--- src/rtl/uart_pkg.sv ---
// Shared UART definitions: line-rate defaults, bit-timing helper and the
// receive/transmit FSM state encoding.
package uart_pkg;

  localparam int unsigned BAUD_DEFAULT = 9600;
  localparam int unsigned FREQ_DEFAULT = 12000000;
  localparam int          CNT_W        = 11;

  typedef enum logic [1:0] {
    ST_IDLE  = 2'd0,
    ST_START = 2'd1,
    ST_DATA  = 2'd2,
    ST_STOP  = 2'd3
  } uart_state_e;

  function automatic int unsigned cycles_per_bit(input int unsigned freq,
                                                 input int unsigned baud);
    return freq / baud;
  endfunction

endpackage

--- src/rtl/uart_sync2.sv ---
// Two-flop synchronizer for a single asynchronous input; flops reset to
// RST_VAL so an idle-high line does not look like an edge after reset.
module uart_sync2 #(
  parameter logic RST_VAL = 1'b1
) (
  input  logic clk,
  input  logic nrst,
  input  logic d,
  output logic q
);

  logic s1_q, s1_d;
  logic s2_q, s2_d;

  always_comb begin
    s1_d = d;
    s2_d = s1_q;
  end

  always_ff @(posedge clk or negedge nrst) begin
    if (!nrst) begin
      s1_q <= RST_VAL;
      s2_q <= RST_VAL;
    end else begin
      s1_q <= s1_d;
      s2_q <= s2_d;
    end
  end

  assign q = s2_q;

endmodule

--- src/rtl/uart_rx.sv ---
// 8N1 UART receiver: falling-edge start detect, mid-bit sampling, single-entry
// output register with rd_ack handshake and sticky overrun.
// Handshake: data_valid stays high until rd_ack is sampled high; a byte
// accepted in the same cycle as rd_ack replaces the one being acknowledged.
module uart_rx
  import uart_pkg::*;
#(
  parameter int unsigned BAUD = BAUD_DEFAULT,
  parameter int unsigned FREQ = FREQ_DEFAULT
) (
  input  logic       clk,
  input  logic       nrst,
  input  logic       rx,
  input  logic       rd_ack,
  output logic [7:0] data_out,
  output logic       data_valid,
  output logic       frame_err,
  output logic       overrun,
  output logic       busy
);

  localparam int unsigned LIM  = cycles_per_bit(FREQ, BAUD);
  localparam int unsigned HALF = LIM / 2;
  localparam logic [CNT_W-1:0] LIM_M1  = CNT_W'(LIM - 1);
  localparam logic [CNT_W-1:0] HALF_M1 = CNT_W'(HALF - 1);

  logic rx_s;
  logic hist_q, hist_d;
  logic fall;
  logic accept;

  uart_state_e      state_q, state_d;
  logic [CNT_W-1:0] cnt_q, cnt_d;
  logic [2:0]       idx_q, idx_d;
  logic [7:0]       shift_q, shift_d;
  logic [7:0]       data_out_q, data_out_d;
  logic             data_valid_q, data_valid_d;
  logic             frame_err_q, frame_err_d;
  logic             overrun_q, overrun_d;

  uart_sync2 #(.RST_VAL(1'b1)) u_sync (
    .clk  (clk),
    .nrst (nrst),
    .d    (rx),
    .q    (rx_s)
  );

  // A line held low keeps hist_q low, so it cannot retrigger a start.
  assign fall = hist_q & ~rx_s;

  always_comb begin
    hist_d       = rx_s;
    state_d      = state_q;
    cnt_d        = cnt_q;
    idx_d        = idx_q;
    shift_d      = shift_q;
    frame_err_d  = 1'b0;
    accept       = 1'b0;
    data_out_d   = data_out_q;
    data_valid_d = data_valid_q;
    overrun_d    = overrun_q;

    case (state_q)
      ST_IDLE: begin
        if (fall) begin
          cnt_d   = '0;
          state_d = ST_START;
        end
      end
      ST_START: begin
        if (cnt_q == HALF_M1) begin
          cnt_d   = '0;
          idx_d   = '0;
          state_d = rx_s ? ST_IDLE : ST_DATA;
        end else begin
          cnt_d = cnt_q + 1'b1;
        end
      end
      ST_DATA: begin
        if (cnt_q == LIM_M1) begin
          cnt_d   = '0;
          shift_d = {rx_s, shift_q[7:1]};
          idx_d   = idx_q + 1'b1;
          if (idx_q == 3'd7) state_d = ST_STOP;
        end else begin
          cnt_d = cnt_q + 1'b1;
        end
      end
      ST_STOP: begin
        if (cnt_q == LIM_M1) begin
          cnt_d       = '0;
          state_d     = ST_IDLE;
          accept      = rx_s;
          frame_err_d = ~rx_s;
        end else begin
          cnt_d = cnt_q + 1'b1;
        end
      end
      default: state_d = ST_IDLE;
    endcase

    // Clear first so that an overrun raised in this same cycle takes priority.
    if (rd_ack) overrun_d = 1'b0;

    if (accept) begin
      if (!data_valid_q || rd_ack) begin
        data_out_d   = shift_q;
        data_valid_d = 1'b1;
      end else begin
        overrun_d = 1'b1;
      end
    end else if (rd_ack) begin
      data_valid_d = 1'b0;
    end
  end

  always_ff @(posedge clk or negedge nrst) begin
    if (!nrst) begin
      hist_q       <= 1'b1;
      state_q      <= ST_IDLE;
      cnt_q        <= '0;
      idx_q        <= '0;
      shift_q      <= '0;
      data_out_q   <= '0;
      data_valid_q <= 1'b0;
      frame_err_q  <= 1'b0;
      overrun_q    <= 1'b0;
    end else begin
      hist_q       <= hist_d;
      state_q      <= state_d;
      cnt_q        <= cnt_d;
      idx_q        <= idx_d;
      shift_q      <= shift_d;
      data_out_q   <= data_out_d;
      data_valid_q <= data_valid_d;
      frame_err_q  <= frame_err_d;
      overrun_q    <= overrun_d;
    end
  end

  assign data_out   = data_out_q;
  assign data_valid = data_valid_q;
  assign frame_err  = frame_err_q;
  assign overrun    = overrun_q;
  assign busy       = (state_q != ST_IDLE);

endmodule

--- config.mk ---
export PLATFORM = sky130hd
export DESIGN_NAME = uart_rx
export DESIGN_NICKNAME = d
export VERILOG_FILES = /design/src/rtl/uart_pkg.sv /design/src/rtl/uart_sync2.sv /design/src/rtl/uart_rx.sv
export SDC_FILE = /design/constraint.sdc
export NUM_CORES = 1
export LEC_CHECK = 0
export ABC_AREA = 1
export BUFFER_PORTS_ARGS = -buffer_cell sky130_fd_sc_hd__buf_2
export CAP_MARGIN = 20
export CORE_MARGIN = 10
export CORE_UTILIZATION = 45
export CTS_BUF_LIST = sky130_fd_sc_hd__clkbuf_8 sky130_fd_sc_hd__clkbuf_16
export DETAILED_ROUTE_END_ITERATION = 8
export GPL_TIMING_DRIVEN = 0
export PLACE_DENSITY = 0.6
export SLEW_MARGIN = 20
export SYNTH_ARGS = -nofsm -noshare
export SYNTH_HDL_FRONTEND = slang
export SYNTH_SLANG_ARGS = --single-unit
--- constraint.sdc ---
create_clock -name clk -period 3.4 [get_ports clk]
set_clock_uncertainty 0.05 [all_clocks]
set_input_delay 0.17 -clock clk [delete_from_list [all_inputs] [get_ports clk]]
set_output_delay 0.17 -clock clk [all_outputs]
set_load 0.05 [all_outputs]
# Word level (Yosys, flattened, before mapping)

Cells that the tools add are included.

Add/subtract/negate cells: 2
Equality and inequality tests: 12
Multiplexer cells: 24
Bitwise operators: 2
Reductions and logical operators: 12

Operators with widths:

| operator                                              | number |
|---|---|
| two-way mux 11 bit                                    | 3 |
| case mux 11 bit (3 select lines)                      | 1 |
| two-way mux 2 bit                                     | 6 |
| adder 11 x 1 -> 11 bit, second input constant         | 1 |
| equality test 11 x 10 -> 1 bit, second input constant | 1 |
| equality test 11 bit, second input constant           | 1 |
| two-way mux 1 bit                                     | 10 |
| inequality test 2 bit, second input constant          | 5 |
| case mux 2 bit (4 select lines)                       | 1 |
| two-way mux 3 bit                                     | 2 |
| case mux 3 bit (2 select lines)                       | 1 |
| AND reduction 2 bit                                   | 3 |
| nonzero test 2 bit                                    | 3 |
| AND reduction 5 bit                                   | 1 |
| equality test 2 bit, second input constant            | 2 |
| adder 3 x 1 -> 3 bit, second input constant           | 1 |
| equality test 3 bit, second input constant            | 1 |
| AND reduction 3 bit                                   | 1 |
| equality test 2 x 1 -> 1 bit, second input constant   | 1 |
| zero test 2 bit                                       | 1 |
| inequality test 2 x 1 -> 1 bit, second input constant | 1 |
| OR reduction 2 bit                                    | 1 |
| AND 1 bit                                             | 1 |
| zero test 1 bit                                       | 1 |
| other kinds (2)                                       | 2 |

Register bits: 38
Input bits: 4
Output and inout port bits: 12
Word-level logic and storage cells: 63

# Longest topological paths before layout

Gate-level depths: netlist of run 1.

Depth in word-level cells: 5
Depth in mapped cells: 10
Mapped depth without buffers: 10

# Modules after synthesis

A second synthesis of run 1 with hierarchy kept.

Cells, all modules: 215
Area total of the unflattened synthesis: 1844.3 um^2

Modules (own cells, without submodules):

| module     | instances | cells each | area an instance (um^2) | sequential area each (um^2) |
|---|---|---|---|---|
| uart_rx    | 1         | 213        | 1791.7                  | 902.1 |
| uart_sync2 | 1         | 2          | 52.6                    | 52.6 |

# Least setup slack after synthesis of run 1

Ideal clock, no wire load.

Kind: register -> register
From: register cnt_q[1]
To: register data_out_q[3], in the netlist data_out[3]
Arrival time: 1.340 ns
Data required time: 3.230 ns
Path slack: 1.890 ns
Cell stages (with the launch flop): 11
Path buffers: 1
Period minus slack after synthesis: 1.510 ns
Path through: dfrtp_1 inv_1 ha_1 nand2_1 nor2_2 nand3_4 clkinv_2 nand3_4 buf_6 nand2_1 o21ai_2

Cells in the longest elaborated chain, start to end: 4

Ends and longest elaborated chain:

| what                                 | line           | source |
|---|---|---|
| from (decl)                          | uart_rx.sv:33  | `logic [CNT_W-1:0] cnt_q, cnt_d;` |
| from (signal assigned)               | uart_rx.sv:131 | `cnt_q <= cnt_d;` |
| equality test 11 bit                 | uart_rx.sv:90  | `if (cnt_q == LIM_M1) begin` |
| two-way mux 1 bit                    | uart_rx.sv:90  |  |
| two-way mux 1 bit                    | uart_rx.sv:63  | `case (state_q)` |
| AND reduction 2 bit (no source line) | n/a            |  |
| to (signal assigned)                 | uart_rx.sv:134 | `data_out_q <= data_out_d;` |
| to (decl)                            | uart_rx.sv:36  | `logic [7:0] data_out_q, data_out_d;` |

Every way passes these cells.
A chain may end at the register's enable or synchronous reset.

# Final worst setup path of run 1

From: register cnt_q[1]
To: register cnt_q[2]

Cells in the longest elaborated chain, start to end: 3
Elaborated cells on any way between the ends: 6
Classes of those cells: 1 x add/sub; 2 x eq/ne; 3 x mux

Ends and longest elaborated chain:

| what                                           | line |
|---|---|
| adder 11 x 1 -> 11 bit (tied with other cells) | uart_rx.sv:76, uart_rx.sv:86, uart_rx.sv:96 |
| two-way mux 11 bit, on equally long branches   | uart_rx.sv:80, uart_rx.sv:90, uart_rx.sv:71 |
| case mux 11 bit (3 select lines) *             | uart_rx.sv:63 |

Every way passes the cells marked *; elsewhere a longest branch is shown, timed or not.

==> impl_metrics.tcl, run 1 <==
set metrics [dict create \
    leakage_nw 1.07 \
    drt-total-wl_um 3540 \
    whs_endpoint "u_sync.q" \
    die_y_um 84.0 \
    cts_tree "done" \
    r2r_start "cnt_q[1]" \
    min_period_over_period 0.488 \
    clk_latency_ns 0.30 \
    use_met1 0.139 \
    syn_nets 224 \
    portBuffers 15 \
    cts_made_buffers 5 \
    crit_type "reg -> reg" \
    grt_max_degree 39 \
    drc_errors 0 \
    use_met3 0.0371 \
    ctsRootBufferMaster "clkbuf_8" \
    synth_edf_count 0 \
    syn_to_final_growth_pct 16.6 \
    layout_min_cycle_time_ns 1.66 \
    detail_route.wl_per_cell_um 12.2 \
    hpwl_um 2560 \
    cp_top_family "simple AND/OR/NAND/NOR gates" \
    rsz0062_at_grt "false" \
    yosys.area.top_type "dfrtp_1" \
    dieArea_um2 7060 \
    cts_max_level 2 \
    gp_congestion 0.796 \
    fmaxAchievable_mhz 603 \
    drtIter0Drc 92 \
    track_usage 0.111 \
    vias_per_cell 4.84 \
    cp_slowest_cell "dfrtp_1" \
    ff2ff_path_depth 9 \
    synth_area_um2 1840 \
    hp-start "u_sync.s1_q" \
    cp_slowest_stage_delay_ns 0.40 \
    yosys-top-cells-area "dfrtp_1, nand2_1, inv_1" \
    synth-async-reset-ratio 1.00 \
    power_density_nw_per_um2 577 \
    slew_violations 0 \
    die_w_um 84.0 \
    syn_avg_cell_area_um2 8.58 \
    synth_top_area_frac 0.475 \
    critPathLaunchType "register" \
    setup_tns_ns 0 \
    finalSetupViolCount 0 \
    dp.cells 280 \
    hold_path_depth 0 \
    crit_top_cell "nand2_1" \
    io_pins 16 \
    r2r_end "cnt_q[2]" \
    hold_viol 0 \
    crit_arrival_ns 1.77 \
    min_path_type "reg -> reg" \
    worst_ep_required_time_ns 3.51 \
    start_util 0.464 \
    row_count 23 \
    num-nets-final 249 \
    critPathMaxFanout 10 \
    worstPathCellList "inv_1 -> ha_1 -> nand2_1 -> nor2_2 -> nand3_4 -> nand2_1 -> nand2_2 -> o21ai_1 -> o21ai_0" \
    fin_cells 291 \
    netlist_instances 215 \
    timing.hold.ws_ns 0.308 \
    maxCapViolations 0 \
    yosys_warnings 0 \
    detail-route-antenna-nets 0 \
    num_antenna_cells 0 \
    use_met2 0.166 \
    grt_pass1_vias 1408 \
    tightest_slew_ns 0.854 \
    grt-busiest-layer "met2" \
    relSlewSlack 0.431 \
    crit_path_end_kind "register" \
    core_area_um2 3970 \
    status "complete, no violations" \
    peakVddDrop_v 0.000293 \
    rrSetupSlack_ns 1.74 \
    power.total_mw 1.24 \
    antenna_found_initial 0 \
    first_pass_iters 4 \
    cts_buffer_depth 2 \
    ys_ff_latch 38 \
    drive_above_1_share 0.220 \
    synth-seq-area-share 0.518 \
    clkSlewWorstSetupHoldPaths_ns 0.08 \
    gr-total-overflow 0 \
    crit_buf_inv 1 \
    synthTopCellsByCount "nand2_1, dfrtp_1, inv_1" \
    cts.sinks 38 \
    grt_pass1_wl_um 6540 \
    ys.flop_type "dfrtp_1" \
    cts_setup_buffers 0 \
    final_core_util 0.541 \
    vias 1408 \
    yosysMostFrequentCell "nand2_1" \
    synth_cell_types 24 \
]
-- where the power goes --
part / internal [mW] / switching, mW / total, mW
logic: 0.0760 / 0.186 / 0.262
registers: 0.484 / 0.0304 / 0.514
clock network: 0.294 / 0.170 / 0.464
total: 0.854 / 0.387 / 1.24
-- flip-flops by register name, indices dropped and copies added (netlist names), named ones only --
| signal | flops |
|---|---|
| overrun | 1 |
| idx_q | 3 |
| hist_q | 1 |
| shift_q | 8 |
| frame_err | 1 |
| state_q | 1 |
| u_sync.q | 1 |
| data_valid | 1 |
| data_out | 8 |
| u_sync.s1_q | 1 |
| cnt_q | 11 |
-- cells in the final DEF, fill, tap and decap left out, types with 5 or more instances in the layout --
cell type	n
dfrtp_1	35
o21ai_1	17
o21ai_2	8
nand3_1	13
clkbuf_8	5
o21ai_0	6
nor2_1	14
inv_2	8
nand2_1	57
ha_1	5
inv_1	25
buf_2	15
-- worst max path at each step --
stage	startpoint	to	slack, ns	depth (start not counted)
4_1_cts	cnt_q[1]	cnt_q[6]	1.73	9
3_5_place_dp	cnt_q[1]	data_out[3]	1.75	10
5_1_grt	cnt_q[1]	data_out[3]	1.60	10
3_3_place_gp	cnt_q[1]	data_out[3]	1.75	10
6_report	cnt_q[1]	cnt_q[2]	1.74	9
2_1_floorplan	cnt_q[1]	data_out[3]	1.89	10
-- layout make-up --
cell class,count,area [µm²]
Clock inverter,3,68.8
Inverter,34,129
Timing Repair Buffer,18,105
Multi-Input combinational cell,139,723
Fill cell,387,1820
Clock buffer,5,68.8
Tap cell,50,62.6
Buffer,4,37.5
Sequential cell,38,955
-- cells by family (layout without fill, tap and decap cells) --
logic type               count (synthesis)  after routing  synth area share
AO/OA/AOI/OAI                           34             34             0.109
XOR/XNOR                                 1              1           0.00475
adder cells (fa/ha/maj)                  5              5            0.0339
AND/OR/NAND/NOR                         99             99             0.244
buffers and inverters                   38             64            0.0902
flip-flops                              38             38             0.518
-- through the flow --
stage                     worst slack [ns]  instance area (µm²)
after global routing                  1.60                 2150
after floorplan                       1.89                 1840
after detailed placement              1.75                 1980
final                                 1.74                 2150
after CTS                             1.73                 2150
after global placement                1.75                 1980
-- metal layers --
| layer | vias to the layer above | wire, µm | part of all wire |
|---|---|---|---|
| li1 | 736 | - | - |
| met1 | 650 | 1790 | 0.51 |
| met2 | 17 | 1560 | 0.44 |
| met3 | 5 | 127 | 0.036 |
| met4 | 0 | 68 | 0.019 |
| met5 | - | 0 | 0 |
-- repair_timing --
| action | 4_1_cts | 5_1_grt |
|---|---|---|
| hold buffers | 3 | 0 |
| gates resized for setup | 0 | 0 |
| hold endpoints to repair | 37 | 0 |
No activity file was read; power rests on OpenSTA's default activity.
==> inputs of run 2 (changes only) <==
- PLACE_DENSITY: 0.6 -> 0.62
- clock period: 3.4 -> 1.5 ns (I/O delays scaled with it)
==> run 2 against run 1 <==
Net effect:
- the run now ends with setup timing left
- largest power group unchanged
- routed wire length increased by 14%
- highest routed layer unchanged
- global-route usage is 0.50 points higher
- flip-flop and latch count stayed put
- critical path depth unchanged
- hold slack improved by 0.00059 ns
==> impl_metrics.tcl, run 2 (same netlist as run 1, synthesis figures left out) <==
set metrics [dict create \
    row_count 23 \
    gr-total-overflow 0 \
    drive_above_1_share 0.386 \
    grt_max_degree 39 \
    cts_max_level 2 \
    detail_route.wl_per_cell_um 13.3 \
    fin_cells 304 \
    wl_met2_um 1980 \
    fmaxAchievable_mhz 654 \
    final_common_cell "nand2_1" \
    violations "setup timing" \
    track_usage 0.116 \
    p_clk_frac 0.304 \
    layout_min_cycle_time_ns 1.53 \
    cp_slowest_stage_delay_ns 0.45 \
    p_sw_frac 0.338 \
    vias 1508 \
    leakage_nw 1.16 \
    core_area_um2 3970 \
    min_period_over_period 1.02 \
    hpwl_um 2490 \
    cp_slowest_cell "dfrtp_2" \
    status "complete, but fails checks" \
    setup_ws_ns -0.0289 \
    power_density_nw_per_um2 1210 \
    regMostFlops "cnt_q" \
    maxCapViolations 0 \
    wl_met1_um 1890 \
    power_frac_comb 0.289 \
    cts_buffer_depth 2 \
    vias_per_cell 4.96 \
    die_y_um 84.0 \
    clk_latency_ns 0.29 \
    detail-route-antenna-nets 0 \
    dr_wl_met3_um 138 \
    crit_path_end_kind "register" \
    grt_pass1_vias 1443 \
    crit_top_cell "nand2_4" \
    io_pins 16 \
    min_path_type "reg -> reg" \
    drtIter0Drc 95 \
    slew_violations 0 \
    top_layer "met4" \
    portBuffers 15 \
    rsz0062_at_grt "true" \
    ctsRootBufferMaster "clkbuf_8" \
    gp_congestion 0.843 \
    drt-total-wl_um 4050 \
    hold_viol 0 \
    p_int_mw 1.93 \
    peakVddDrop_v 0.000588 \
    final_core_util 0.607 \
    tightest_slew_ns 0.823 \
    cts_made_buffers 5 \
    start_util 0.464 \
    syn_to_final_growth_pct 30.7 \
    finalSetupViolCount 16 \
    clkSlewWorstSetupHoldPaths_ns 0.07 \
    antenna_found_initial 0 \
    final_cell_mix "nand2_1, dfrtp_1, inv_1" \
    critPathMaxFanout 5 \
    worst_ep_required_time_ns 1.61 \
    seqCellArea_um2 958 \
    cts_tree "done" \
    seq_power_share 0.407 \
    critPathLaunchType "register" \
    cts.sinks 38 \
    p_sw_mw 0.989 \
    power.total_mw 2.92 \
    grt_pass1_wl_um 6870 \
    drc_errors 0 \
    dp.cells 280 \
    crit_type "reg -> reg" \
    num_antenna_cells 0 \
    dieArea_um2 7060 \
    multiInputGateArea_um2 871 \
    num-nets-final 262 \
    crit_arrival_ns 1.64 \
    die_w_um 84.0 \
    worstPathCellList "inv_2 -> ha_2 -> inv_1 -> nor2_1 -> nand3_1 -> nand2_4 -> nand2_4 -> o21ai_1 -> o21ai_0" \
    relSlewSlack 0.451 \
    setup_tns_ns -0.212 \
    fill_cells 347 \
    largest_register_ffs 11 \
    first_pass_iters 4 \
]
[run 2: power by group through the flow]
stage / Sequential [mW] / Combinational (mW) / Clock [mW]
3_5_place_dp: 1.19 / 0.593 / 0
3_3_place_gp: 1.19 / 0.585 / 0
6_report: 1.19 / 0.844 / 0.889
4_1_cts: 1.18 / 0.704 / 0.906
5_1_grt: 1.20 / 0.932 / 0.965
2_1_floorplan: 1.17 / 0.447 / 0
[run 2: area by class of cell]
class / count / area share
Sequential cell: 38 / 0.398
Tap cell: 50 / 0.0260
Clock buffer: 6 / 0.0343
Inverter: 34 / 0.0550
Timing Repair Buffer: 30 / 0.0940
Clock inverter: 2 / 0.0140
Multi-Input combinational cell: 140 / 0.361
Buffer: 4 / 0.0177
[run 2: final timing paths]
| kind | from | end | slack (ns) | cells past startpoint |
|---|---|---|---|---|
| setup reg to reg | cnt_q[0] | cnt_q[6] | -0.03 | 9 |
| setup / recovery | cnt_q[0] | cnt_q[6] | -0.03 | 9 |
| max in group asynchronous | nrst | cnt_q[3] | 0.46 | 2 |
| hold / removal | u_sync.s1_q | u_sync.q | 0.31 | 0 |
| min in group asynchronous | nrst | frame_err | 0.37 | 2 |
| hold reg to reg | u_sync.s1_q | u_sync.q | 0.31 | 0 |
[run 2: metal layers]
metal | vias up | global-route usage
li1 | 760 | -
met1 | 729 | 0.150
met2 | 15 | 0.176
met3 | 4 | 0.0371
met4 | 0 | 0.0411
met5 | - | 0
[run 2: stage by stage]
stage          hold slack, ns  setup WS [ns]  cell area (µm²)
2_1_floorplan          -0.271         0.0121             1840
3_3_place_gp            0.132         -0.116             1980
3_5_place_dp            0.131         -0.133             1980
4_1_cts                 0.308        -0.0184             2300
5_1_grt                 0.310         -0.132             2410
6_report                0.308        -0.0289             2410
[run 2: repair_timing]
item                                    4_1_cts  5_1_grt
gates resized for setup                      28       26
endpoints found under the hold margin        37        0
cloned                                        1        2
hold buffers                                  3        0
endpoints found under the setup margin       29       33
setup buffers                                 8        2
pin swaps                                     6        7
[run 2: critical path, delay by kind of cell (launching register included)]
kind,cells,cell delay (ns)
AO/OA/AOI/OAI,2,0.15
adder cells (fa/ha/maj),1,0.17
buffers and inverters,2,0.14
flip-flops,1,0.45
AND/OR/NAND/NOR,4,0.43
==> inputs of run 3 (changes only) <==
- CELL_PAD_IN_SITES_DETAIL_PLACEMENT: default -> 0
- CELL_PAD_IN_SITES_GLOBAL_PLACEMENT: default -> 1
- CORE_UTILIZATION: 45 -> 40
- PLACE_DENSITY: 0.62 -> 0.79
- REMOVE_ABC_BUFFERS: default -> 1
==> run 3 against run 2 <==
Net effect:
- the flow still finishes with violations (setup timing)
- count of clock-buffer cells in the layout fell by 1
- final area is essentially flat
- register-to-register slack got worse by 0.03 ns
- final cell count fell by 0.33%
- critical path depth down 1
- fmax fell by 1.8%
- global-route usage fell by 0.75 points
- first-iteration DRC count decreased by 14%
- routed wire length about the same
- non-clock buffer count down 4
- combinational power grew 20%
- critical endpoint is now shift_q[5]
- highest routed layer unchanged
==> impl_metrics.tcl, run 3 (same netlist as run 1, synthesis figures left out) <==
set metrics [dict create \
    status "complete, but fails checks" \
    violations "setup timing" \
    power_density_nw_per_um2 1190 \
    tightest_slew_ns 0.840 \
    cts_max_level 2 \
    min_period_over_period 1.04 \
    power.total_mw 2.86 \
    grt_pass1_vias 1382 \
    crit_type "reg -> reg" \
    rrSetupSlack_ns -0.06 \
    clkSlewWorstSetupHoldPaths_ns 0.07 \
    final_common_cell "nand2_1" \
    syn_to_final_growth_pct 30.6 \
    multiInputGateArea_um2 962 \
    start_util 0.418 \
    first_pass_iters 4 \
    use_met1 0.154 \
    crit_buf_inv 2 \
    cp_slowest_cell "dfrtp_1" \
    core_area_um2 4410 \
    io_pins 16 \
    layout_min_cycle_time_ns 1.56 \
    cts_made_buffers 5 \
    detail_route.wl_per_cell_um 13.4 \
    grt-busiest-layer "met2" \
    cts_buffer_depth 2 \
    use_met3 0.0260 \
    gr-total-overflow 0 \
    grt_pass1_wl_um 6730 \
    r2r_end "shift_q[5]" \
    seqCellArea_um2 958 \
    crit_arrival_ns 1.68 \
    maxCapViolations 0 \
    crit_start "cnt_q[1]" \
    row_count 24 \
    min_path_type "reg -> reg" \
    largest_register_ffs 11 \
    portBuffers 15 \
    regMostFlops "cnt_q" \
    worst_ep_required_time_ns 1.62 \
    leakage_nw 1.12 \
    antenna_found_initial 0 \
    vias 1502 \
    dieArea_um2 7730 \
    dp_slack_ns -0.215 \
    drc_errors 0 \
    die_w_um 87.9 \
    cp_top_family "simple AND/OR/NAND/NOR gates" \
    rsz0062_at_grt "true" \
    hold_viol 0 \
    detail-route-antenna-nets 0 \
    cp_slowest_stage_delay_ns 0.39 \
    crit_top_cell "nor2_4" \
    num-nets-final 259 \
    setup_ws_ns -0.0576 \
    relSlewSlack 0.440 \
    drive_above_1_share 0.410 \
    clk_latency_ns 0.29 \
    gp_congestion 0.773 \
    cts_tree "done" \
    fill_cells 409 \
    critPathCapture "shift_q[5]" \
    finalSetupViolCount 19 \
    ff2ff_path_depth 8 \
    vias_per_cell 4.96 \
    r2r_start "cnt_q[1]" \
    cp.depth 8 \
    use_met2 0.157 \
    crit_path_end_kind "register" \
    num_antenna_cells 0 \
    grt_max_degree 39 \
    slew_violations 0 \
    drtIter0Drc 82 \
    cts.sinks 38 \
    peakVddDrop_v 0.000637 \
    ctsRootBufferMaster "clkbuf_8" \
    die_y_um 87.9 \
    critPathLaunchType "register" \
    setup_tns_ns -0.561 \
    critPathMaxFanout 6 \
    drt-total-wl_um 4050 \
    hpwl_um 2410 \
    track_usage 0.109 \
    worstPathCellList "inv_2 -> ha_4 -> nand2_4 -> nor2_4 -> nand3_4 -> nor2_4 -> buf_4 -> o21ai_1" \
    fmaxAchievable_mhz 642 \
    final_cell_mix "nand2_1, dfrtp_1, inv_1" \
]
run 3: changes by cell type in the layout (fill, tap and decap cells not counted), sizes merged:
cell,previous run,this run
inv,34,35
clkinvlp,0,1
nand3,15,16
buf,30,27
clkbuf,7,5
bufinv,1,0
run 3: report_power, final:
group / internal [mW] / total (mW) / switching, mW / leakage (nW)
Clock: 0.315 / 0.665 / 0.350 / 0.0467
Sequential: 1.10 / 1.19 / 0.0860 / 0.511
Combinational: 0.379 / 1.01 / 0.631 / 0.563
run 3: per-stage QoR:
stage	util	cell area (µm²)	hold WS, ns	std cells
floorplan	-	1810	-0.271	211
global placement	0.441	1950	0.132	278
detailed placement	0.441	1950	0.132	278
CTS	0.507	2240	0.309	299
global route	0.546	2410	0.314	303
finish	0.546	2410	0.309	303
run 3: area by class of cell:
cell class                 count  area share
clock buffer                   5      0.0286
clock inverter                 3     0.00623
inverter                      34      0.0551
multi-input combinational    141       0.399
sequential                    38       0.398
tap                           52      0.0270
timing repair buffer          30      0.0857
run 3: routing by layer:
layer	share of wire	wire, µm	vias to the layer above
met5	0	0	-
met4	0.011	46	0
met1	0.49	1990	725
met3	0.029	118	4
li1	-	-	755
met2	0.47	1890	18
run 3: worst reg2reg max path: stages, from the launching register on:
cell,delay [ns]
dfrtp_1,0.39
inv_2,0.11
ha_4,0.15
nand2_4,0.05
nor2_4,0.10
nand3_4,0.15
nor2_4,0.19
buf_4,0.18
o21ai_1,0.07
run 3: timing repair:
action	CTS	global route
hold buffers	3	0
gates resized for setup	25	39
pin swaps	7	10
gates cloned	2	1
endpoints found under the setup margin	31	33
endpoints found under the hold margin	37	0
buffers inserted	8	3
run 3: how the worst min path moves through the flow:
| stage | start | end | slack [ns] | cells past startpoint |
|---|---|---|---|---|
| 3_5_place_dp | rx | u_sync.s1_q | 0.13 | 1 |
| 5_1_grt | u_sync.s1_q | u_sync.q | 0.31 | 0 |
| 4_1_cts | u_sync.s1_q | u_sync.q | 0.31 | 0 |
| 6_report | u_sync.s1_q | u_sync.q | 0.31 | 0 |
| 3_3_place_gp | rx | u_sync.s1_q | 0.13 | 1 |
| 2_1_floorplan | nrst | async pin | -0.27 | 0 |
